===== src/rtl/fft_pkg.sv =====
// rtl/fft_pkg.sv - shared FFT defaults, {re,im} pack helpers, clamp function and radix-8 twiddles
package fft_pkg;

  localparam int DW_DEF   = 12;
  localparam int TW_DEF   = 12;
  localparam int FRAC_DEF = 10;

  typedef logic signed [DW_DEF-1:0] data_t;
  typedef logic signed [TW_DEF-1:0] tw_t;

  typedef struct packed {
    tw_t re;
    tw_t im;
  } twiddle_t;

  // 1.0 == 1024 at FRAC=10; 724 ~= 1024/sqrt(2)
  localparam twiddle_t W8_0 = '{re: 12'sd1024,  im: 12'sd0};
  localparam twiddle_t W8_1 = '{re: 12'sd724,   im: -12'sd724};
  localparam twiddle_t W8_2 = '{re: 12'sd0,     im: -12'sd1024};
  localparam twiddle_t W8_3 = '{re: -12'sd724,  im: -12'sd724};

  function automatic logic [2*DW_DEF-1:0] cplx_pack(input data_t re, input data_t im);
    return {re, im};
  endfunction

  function automatic data_t cplx_re(input logic [2*DW_DEF-1:0] v);
    return data_t'(v[2*DW_DEF-1:DW_DEF]);
  endfunction

  function automatic data_t cplx_im(input logic [2*DW_DEF-1:0] v);
    return data_t'(v[DW_DEF-1:0]);
  endfunction

  function automatic logic signed [63:0] sat_clamp(input logic signed [63:0] v,
                                                   input int unsigned dw);
    logic signed [63:0] hi;
    logic signed [63:0] lo;
    hi = (64'sd1 <<< (dw - 1)) - 64'sd1;
    lo = -(64'sd1 <<< (dw - 1));
    if (v > hi) return hi;
    if (v < lo) return lo;
    return v;
  endfunction

endpackage


===== src/rtl/cplx_round_sat.sv =====
// rtl/cplx_round_sat.sv - combinational round-half-up / floor shift and optional clamp to DW bits
module cplx_round_sat
  import fft_pkg::*;
#(
  parameter int DW       = DW_DEF,
  parameter int TW       = TW_DEF,
  parameter int FRAC     = FRAC_DEF,
  parameter int ROUND_EN = 1,
  parameter int SAT_EN   = 1
) (
  input  logic signed [DW+TW:0] acc,
  output logic [DW-1:0]         y,
  output logic                  sat
);

  localparam int AW = DW + TW + 1;
  // One guard bit so the rounding constant can never overflow the accumulator
  localparam int RW = AW + 1;
  localparam logic signed [RW-1:0] RND_K =
    (ROUND_EN != 0) ? (RW'(1) << (FRAC - 1)) : RW'(0);

  logic signed [RW-1:0] acc_ext;
  logic signed [RW-1:0] rounded;
  logic signed [RW-1:0] shifted;
  logic signed [63:0]   wide;
  logic signed [63:0]   clamped;

  always_comb begin
    acc_ext = {acc[AW-1], acc};
    rounded = acc_ext + RND_K;
    shifted = rounded >>> FRAC;
    wide    = {{(64-RW){shifted[RW-1]}}, shifted};
    clamped = sat_clamp(wide, DW);
    if (SAT_EN != 0) begin
      y   = clamped[DW-1:0];
      sat = (clamped != wide);
    end else begin
      y   = shifted[DW-1:0];
      sat = 1'b0;
    end
  end

endmodule


===== src/rtl/twiddle_mult_pipe.sv =====
// rtl/twiddle_mult_pipe.sv - three-stage pipelined complex multiplier y = x*W or x*conj(W) with back-pressure
module twiddle_mult_pipe
  import fft_pkg::*;
#(
  parameter int DW       = DW_DEF,
  parameter int TW       = TW_DEF,
  parameter int FRAC     = FRAC_DEF,
  parameter int ROUND_EN = 1,
  parameter int SAT_EN   = 1
) (
  input  logic            clk,
  input  logic            reset_p,
  input  logic            conj_mode,
  input  logic            in_valid,
  output logic            in_ready,
  input  logic [2*DW-1:0] in_x,
  input  logic [2*TW-1:0] in_w,
  output logic            out_valid,
  input  logic            out_ready,
  output logic [2*DW-1:0] out_y,
  output logic [1:0]      out_sat,
  output logic            sat_sticky
);

  localparam int PW = DW + TW;
  localparam int AW = PW + 1;

  logic              v1_q, v1_d;
  logic [2*DW-1:0]   x_q, x_d;
  logic [2*TW-1:0]   w_q, w_d;
  logic              conj_q, conj_d;

  logic              v2_q, v2_d;
  logic signed [PW-1:0] p_rr_q, p_rr_d;
  logic signed [PW-1:0] p_ii_q, p_ii_d;
  logic signed [PW-1:0] p_ri_q, p_ri_d;
  logic signed [PW-1:0] p_ir_q, p_ir_d;

  logic              v3_q, v3_d;
  logic [2*DW-1:0]   y_q, y_d;
  logic [1:0]        sat_q, sat_d;
  logic              sticky_q, sticky_d;

  logic              stall;
  logic              advance;
  logic signed [PW-1:0] xr_e, xi_e, wr_e, wi_e;
  logic signed [PW-1:0] prod_rr, prod_ir, raw_ii, raw_ri;
  logic signed [AW-1:0] acc_re, acc_im;
  logic [DW-1:0]     y_re, y_im;
  logic              s_re, s_im;

  always_comb begin
    stall   = v3_q && !out_ready;
    advance = !stall;
    xr_e    = {{TW{x_q[2*DW-1]}}, x_q[2*DW-1:DW]};
    xi_e    = {{TW{x_q[DW-1]}}, x_q[DW-1:0]};
    wr_e    = {{DW{w_q[2*TW-1]}}, w_q[2*TW-1:TW]};
    wi_e    = {{DW{w_q[TW-1]}}, w_q[TW-1:0]};
    // True products fit in PW bits, so the low PW bits of the PW x PW product are exact
    prod_rr = xr_e * wr_e;
    prod_ir = xi_e * wr_e;
    raw_ii  = xi_e * wi_e;
    raw_ri  = xr_e * wi_e;
    acc_re  = {p_rr_q[PW-1], p_rr_q} - {p_ii_q[PW-1], p_ii_q};
    acc_im  = {p_ri_q[PW-1], p_ri_q} + {p_ir_q[PW-1], p_ir_q};
  end

  cplx_round_sat #(
    .DW(DW), .TW(TW), .FRAC(FRAC), .ROUND_EN(ROUND_EN), .SAT_EN(SAT_EN)
  ) u_rs_re (
    .acc (acc_re),
    .y   (y_re),
    .sat (s_re)
  );

  cplx_round_sat #(
    .DW(DW), .TW(TW), .FRAC(FRAC), .ROUND_EN(ROUND_EN), .SAT_EN(SAT_EN)
  ) u_rs_im (
    .acc (acc_im),
    .y   (y_im),
    .sat (s_im)
  );

  always_comb begin
    v1_d     = v1_q;
    x_d      = x_q;
    w_d      = w_q;
    conj_d   = conj_q;
    v2_d     = v2_q;
    p_rr_d   = p_rr_q;
    p_ii_d   = p_ii_q;
    p_ri_d   = p_ri_q;
    p_ir_d   = p_ir_q;
    v3_d     = v3_q;
    y_d      = y_q;
    sat_d    = sat_q;
    sticky_d = sticky_q | (v3_q && out_ready && (sat_q != 2'b00));

    // The whole pipe freezes together; bubbles are kept rather than squeezed out
    if (advance) begin
      v1_d = in_valid;
      v2_d = v1_q;
      v3_d = v2_q;
      if (in_valid) begin
        x_d    = in_x;
        w_d    = in_w;
        conj_d = conj_mode;
      end
      if (v1_q) begin
        p_rr_d = prod_rr;
        p_ir_d = prod_ir;
        // Conjugation negates in the product domain so -(-2**(TW-1)) stays exact
        p_ii_d = conj_q ? -raw_ii : raw_ii;
        p_ri_d = conj_q ? -raw_ri : raw_ri;
      end
      if (v2_q) begin
        y_d   = {y_re, y_im};
        sat_d = {s_re, s_im};
      end
    end
  end

  always_ff @(posedge clk or posedge reset_p) begin
    if (reset_p) begin
      v1_q     <= 1'b0;
      x_q      <= '0;
      w_q      <= '0;
      conj_q   <= 1'b0;
      v2_q     <= 1'b0;
      p_rr_q   <= '0;
      p_ii_q   <= '0;
      p_ri_q   <= '0;
      p_ir_q   <= '0;
      v3_q     <= 1'b0;
      y_q      <= '0;
      sat_q    <= 2'b00;
      sticky_q <= 1'b0;
    end else begin
      v1_q     <= v1_d;
      x_q      <= x_d;
      w_q      <= w_d;
      conj_q   <= conj_d;
      v2_q     <= v2_d;
      p_rr_q   <= p_rr_d;
      p_ii_q   <= p_ii_d;
      p_ri_q   <= p_ri_d;
      p_ir_q   <= p_ir_d;
      v3_q     <= v3_d;
      y_q      <= y_d;
      sat_q    <= sat_d;
      sticky_q <= sticky_d;
    end
  end

  assign in_ready   = !stall;
  assign out_valid  = v3_q;
  assign out_y      = y_q;
  assign out_sat    = sat_q;
  assign sat_sticky = sticky_q;

endmodule


===== config.mk =====
export PLATFORM = sky130hd
export DESIGN_NAME = twiddle_mult_pipe
export DESIGN_NICKNAME = d
export VERILOG_FILES = /design/src/rtl/fft_pkg.sv /design/src/rtl/cplx_round_sat.sv /design/src/rtl/twiddle_mult_pipe.sv
export SDC_FILE = /design/constraint.sdc
export NUM_CORES = 2
export LEC_CHECK = 0
export ABC_AREA = 1
export BUFFER_PORTS_ARGS = -buffer_cell sky130_fd_sc_hd__buf_4
export CORE_ASPECT_RATIO = 1.2
export CORE_MARGIN = 3
export CORE_UTILIZATION = 52
export CTS_CLUSTER_DIAMETER = 60
export CTS_CLUSTER_SIZE = 28
export DETAILED_ROUTE_END_ITERATION = 10
export MAX_ROUTING_LAYER = met4
export PLACE_DENSITY = 0.77
export SYNTH_ARGS = -nofsm -noshare
export SYNTH_HDL_FRONTEND = slang
export SYNTH_HIERARCHICAL = 1
export SYNTH_SLANG_ARGS = --single-unit

===== constraint.sdc =====
create_clock -name clk -period 8.1 [get_ports clk]
set_input_delay 0 -clock clk [delete_from_list [all_inputs] [get_ports clk]]
set_output_delay 0 -clock clk [all_outputs]
set_load 0.005 [all_outputs]

==> run metrics <==
status=finished, final reports clean; Root Driver=clkbuf_16; Critical R2R Launch=w_q[0]$_DFFE_PP0P_; H-tree depth=4; number of global-route vias before repair=28.6k; CTS clock-pin slew for the worst setup and hold paths=90 ps; Detail Placement HPWL=69.0 mm; worst-margin pin slew=1170 ps; Most Frequent Cell on Critical Path=nand2_1; clock sink count=175; Layout fillers=5,807; f_max=158 MHz; Final min period=6340 ps; min-delay worst type=input pin to asynchronous set/reset pin; Layout area overhead=7.28%; multi-input logic area=0.0244 mm2; Mapped Cells=4,304; slowest stage cell on the critical path=dfrtp_1; gr ovfl total=0; final setup fails=0; # rows=101; Core ar.=0.0636 mm2; Starting Density=0.527; ant diodes=0; TritonCTS clock tree=built; Post-Syn Area=0.0335 mm2; most frequent cells in the layout=1,085 x inv_1, 1,080 x nand2_1, 554 x fa_1; buffer count from post-CTS setup fixing=0; Worst Path Arrival=6790 ps; setup TNS=0 ps; Fin. Hold Viols=0; share of layout cells above drive strength 1=0.0727; Ports=82; via count=26.9k; unrepaired setup endpoints after global routing=false; Net Count, Synth=5,167; DRT iter0 DRCs=1,935; max_slew headroom=0.219; global-route wire length before repair=145 mm; Crit Reg-Reg Endpoint=p_ri_q[19]$_DFFE_PP0P_; nets=5,196; Setup CP Type=flip-flop to flip-flop; Buffers on Ports=81; Bufs and invs on worst path=7; # Max-Cap Violations=0; r2r worst-path depth=26; register area=0.00438 mm2; CP required=8540 ps; CP Capture Type=flip-flop; Detail Route Antenna Nets=0; Post-route DRC=0; GP Congestion=1.01; Die Height=284 um; commonest non-fill, non-tap cell in the layout=inv_1; Inserted Clock Buffers=17; CTS Buffer Depth=2; Die X=238 um; largest net degree at the start of global routing=129; CP startpoint kind=flip-flop; final wirelength=86.2 mm; count of pins over their slew limit=0; Worst Skew=24.2 ps; gr usage total=0.278; WL/cell=16.7 um; Skew-Pair Late Insertion Delay=520 ps; initial antenna violation count=0; flop2flop setup slack=1760 ps; Crit path max-delay family=adder cells; first-pass iteration count of the detailed router=6; Synthesis Warnings=6; Via density=5.21; period utilization=0.783; CP max FO=25; Die ar.=0.0676 mm2; CP max stage delay=1040 ps; syn avg cell area=7.79 um2
==> area by class of cell <==
type / count / share of cell area
sequential: 175 / 0.122
tap: 824 / 0.0287
timing repair buffer: 175 / 0.0403
inverter: 1099 / 0.115
clock inverter: 15 / 0.00529
clock buffer: 17 / 0.0118
multi-input combinational: 2865 / 0.677
==> worst register-to-register path: stages, from the launching register on <==
cell     delay, ps
dfrtp_1       1040
nand2_1        310
fa_1           610
inv_1           60
ha_1           380
inv_1          190
fa_1           510
inv_1           50
fa_1           530
inv_1           50
fa_1           470
inv_1           40
ha_1           400
nand2_1        160
o21ai_0        350
inv_1          110
nand3_1         90
nand2_1         80
nand2_1         90
nand2_1         90
inv_1           90
nand3_1        120
nand2_1        130
nand2_1         60
nand3_1         70
nand3_1         90
nand2_1        100
==> how the worst max path moves through the flow <==
stage,slack [ps],endpoint,depth (start not counted),start
detailed placement,1850,p_ri_q[19]$_DFFE_PP0P_,26,w_q[0]$_DFFE_PP0P_
finish,1760,p_ri_q[19]$_DFFE_PP0P_,26,w_q[0]$_DFFE_PP0P_
floorplan,2810,p_ii_q[23]$_DFFE_PP0P_,28,x_q[11]$_DFFE_PP0P_
global placement,1840,p_ri_q[19]$_DFFE_PP0P_,26,w_q[0]$_DFFE_PP0P_
global route,1290,p_ri_q[19]$_DFFE_PP0P_,26,w_q[0]$_DFFE_PP0P_
CTS,1830,p_ri_q[19]$_DFFE_PP0P_,26,w_q[0]$_DFFE_PP0P_
==> through the flow <==
stage	instances	area [um2]	setup WS (ps)	hold slack [ps]	utilization
after detailed placement	5084	34800	1850	236	0.548
final	5170	36000	1760	235	0.566
after global placement	5084	34800	1840	233	0.548
after global routing	5170	36000	1290	266	0.566
after CTS	5170	36000	1830	228	0.566
after floorplan	4304	33500	2810	113	-
==> metal layers <==
metal | share of wire | routed length (um) | GRT usage | up-vias
li1 | - | - | - | 12750
met1 | 0.41 | 35400 | 0.341 | 13150
met2 | 0.48 | 41300 | 0.460 | 864
met3 | 0.066 | 5670 | 0.0475 | 182
met4 | 0.045 | 3840 | 0.110 | 0
met5 | 0 | 0 | - | -
==> state kept, by name (all words and copies together) (netlist names) <==
signal,flops
p_ii_q,24
sat_sticky,1
out_y,24
p_rr_q,24
p_ri_q,24
out_sat,2
conj_q,1
out_valid,1
p_ir_q,24
v2_q,1
x_q,24
w_q,24
v1_q,1
==> repair_timing <==
action	4_1_cts	5_1_grt
gates resized for setup	0	0
hold buffers	54	0
hold endpoints to repair	180	0
endpoints found under the setup margin	0	0
Power is not shown: default switching activity piles up to over one toggle a cycle in this logic, so the estimate is an artifact.
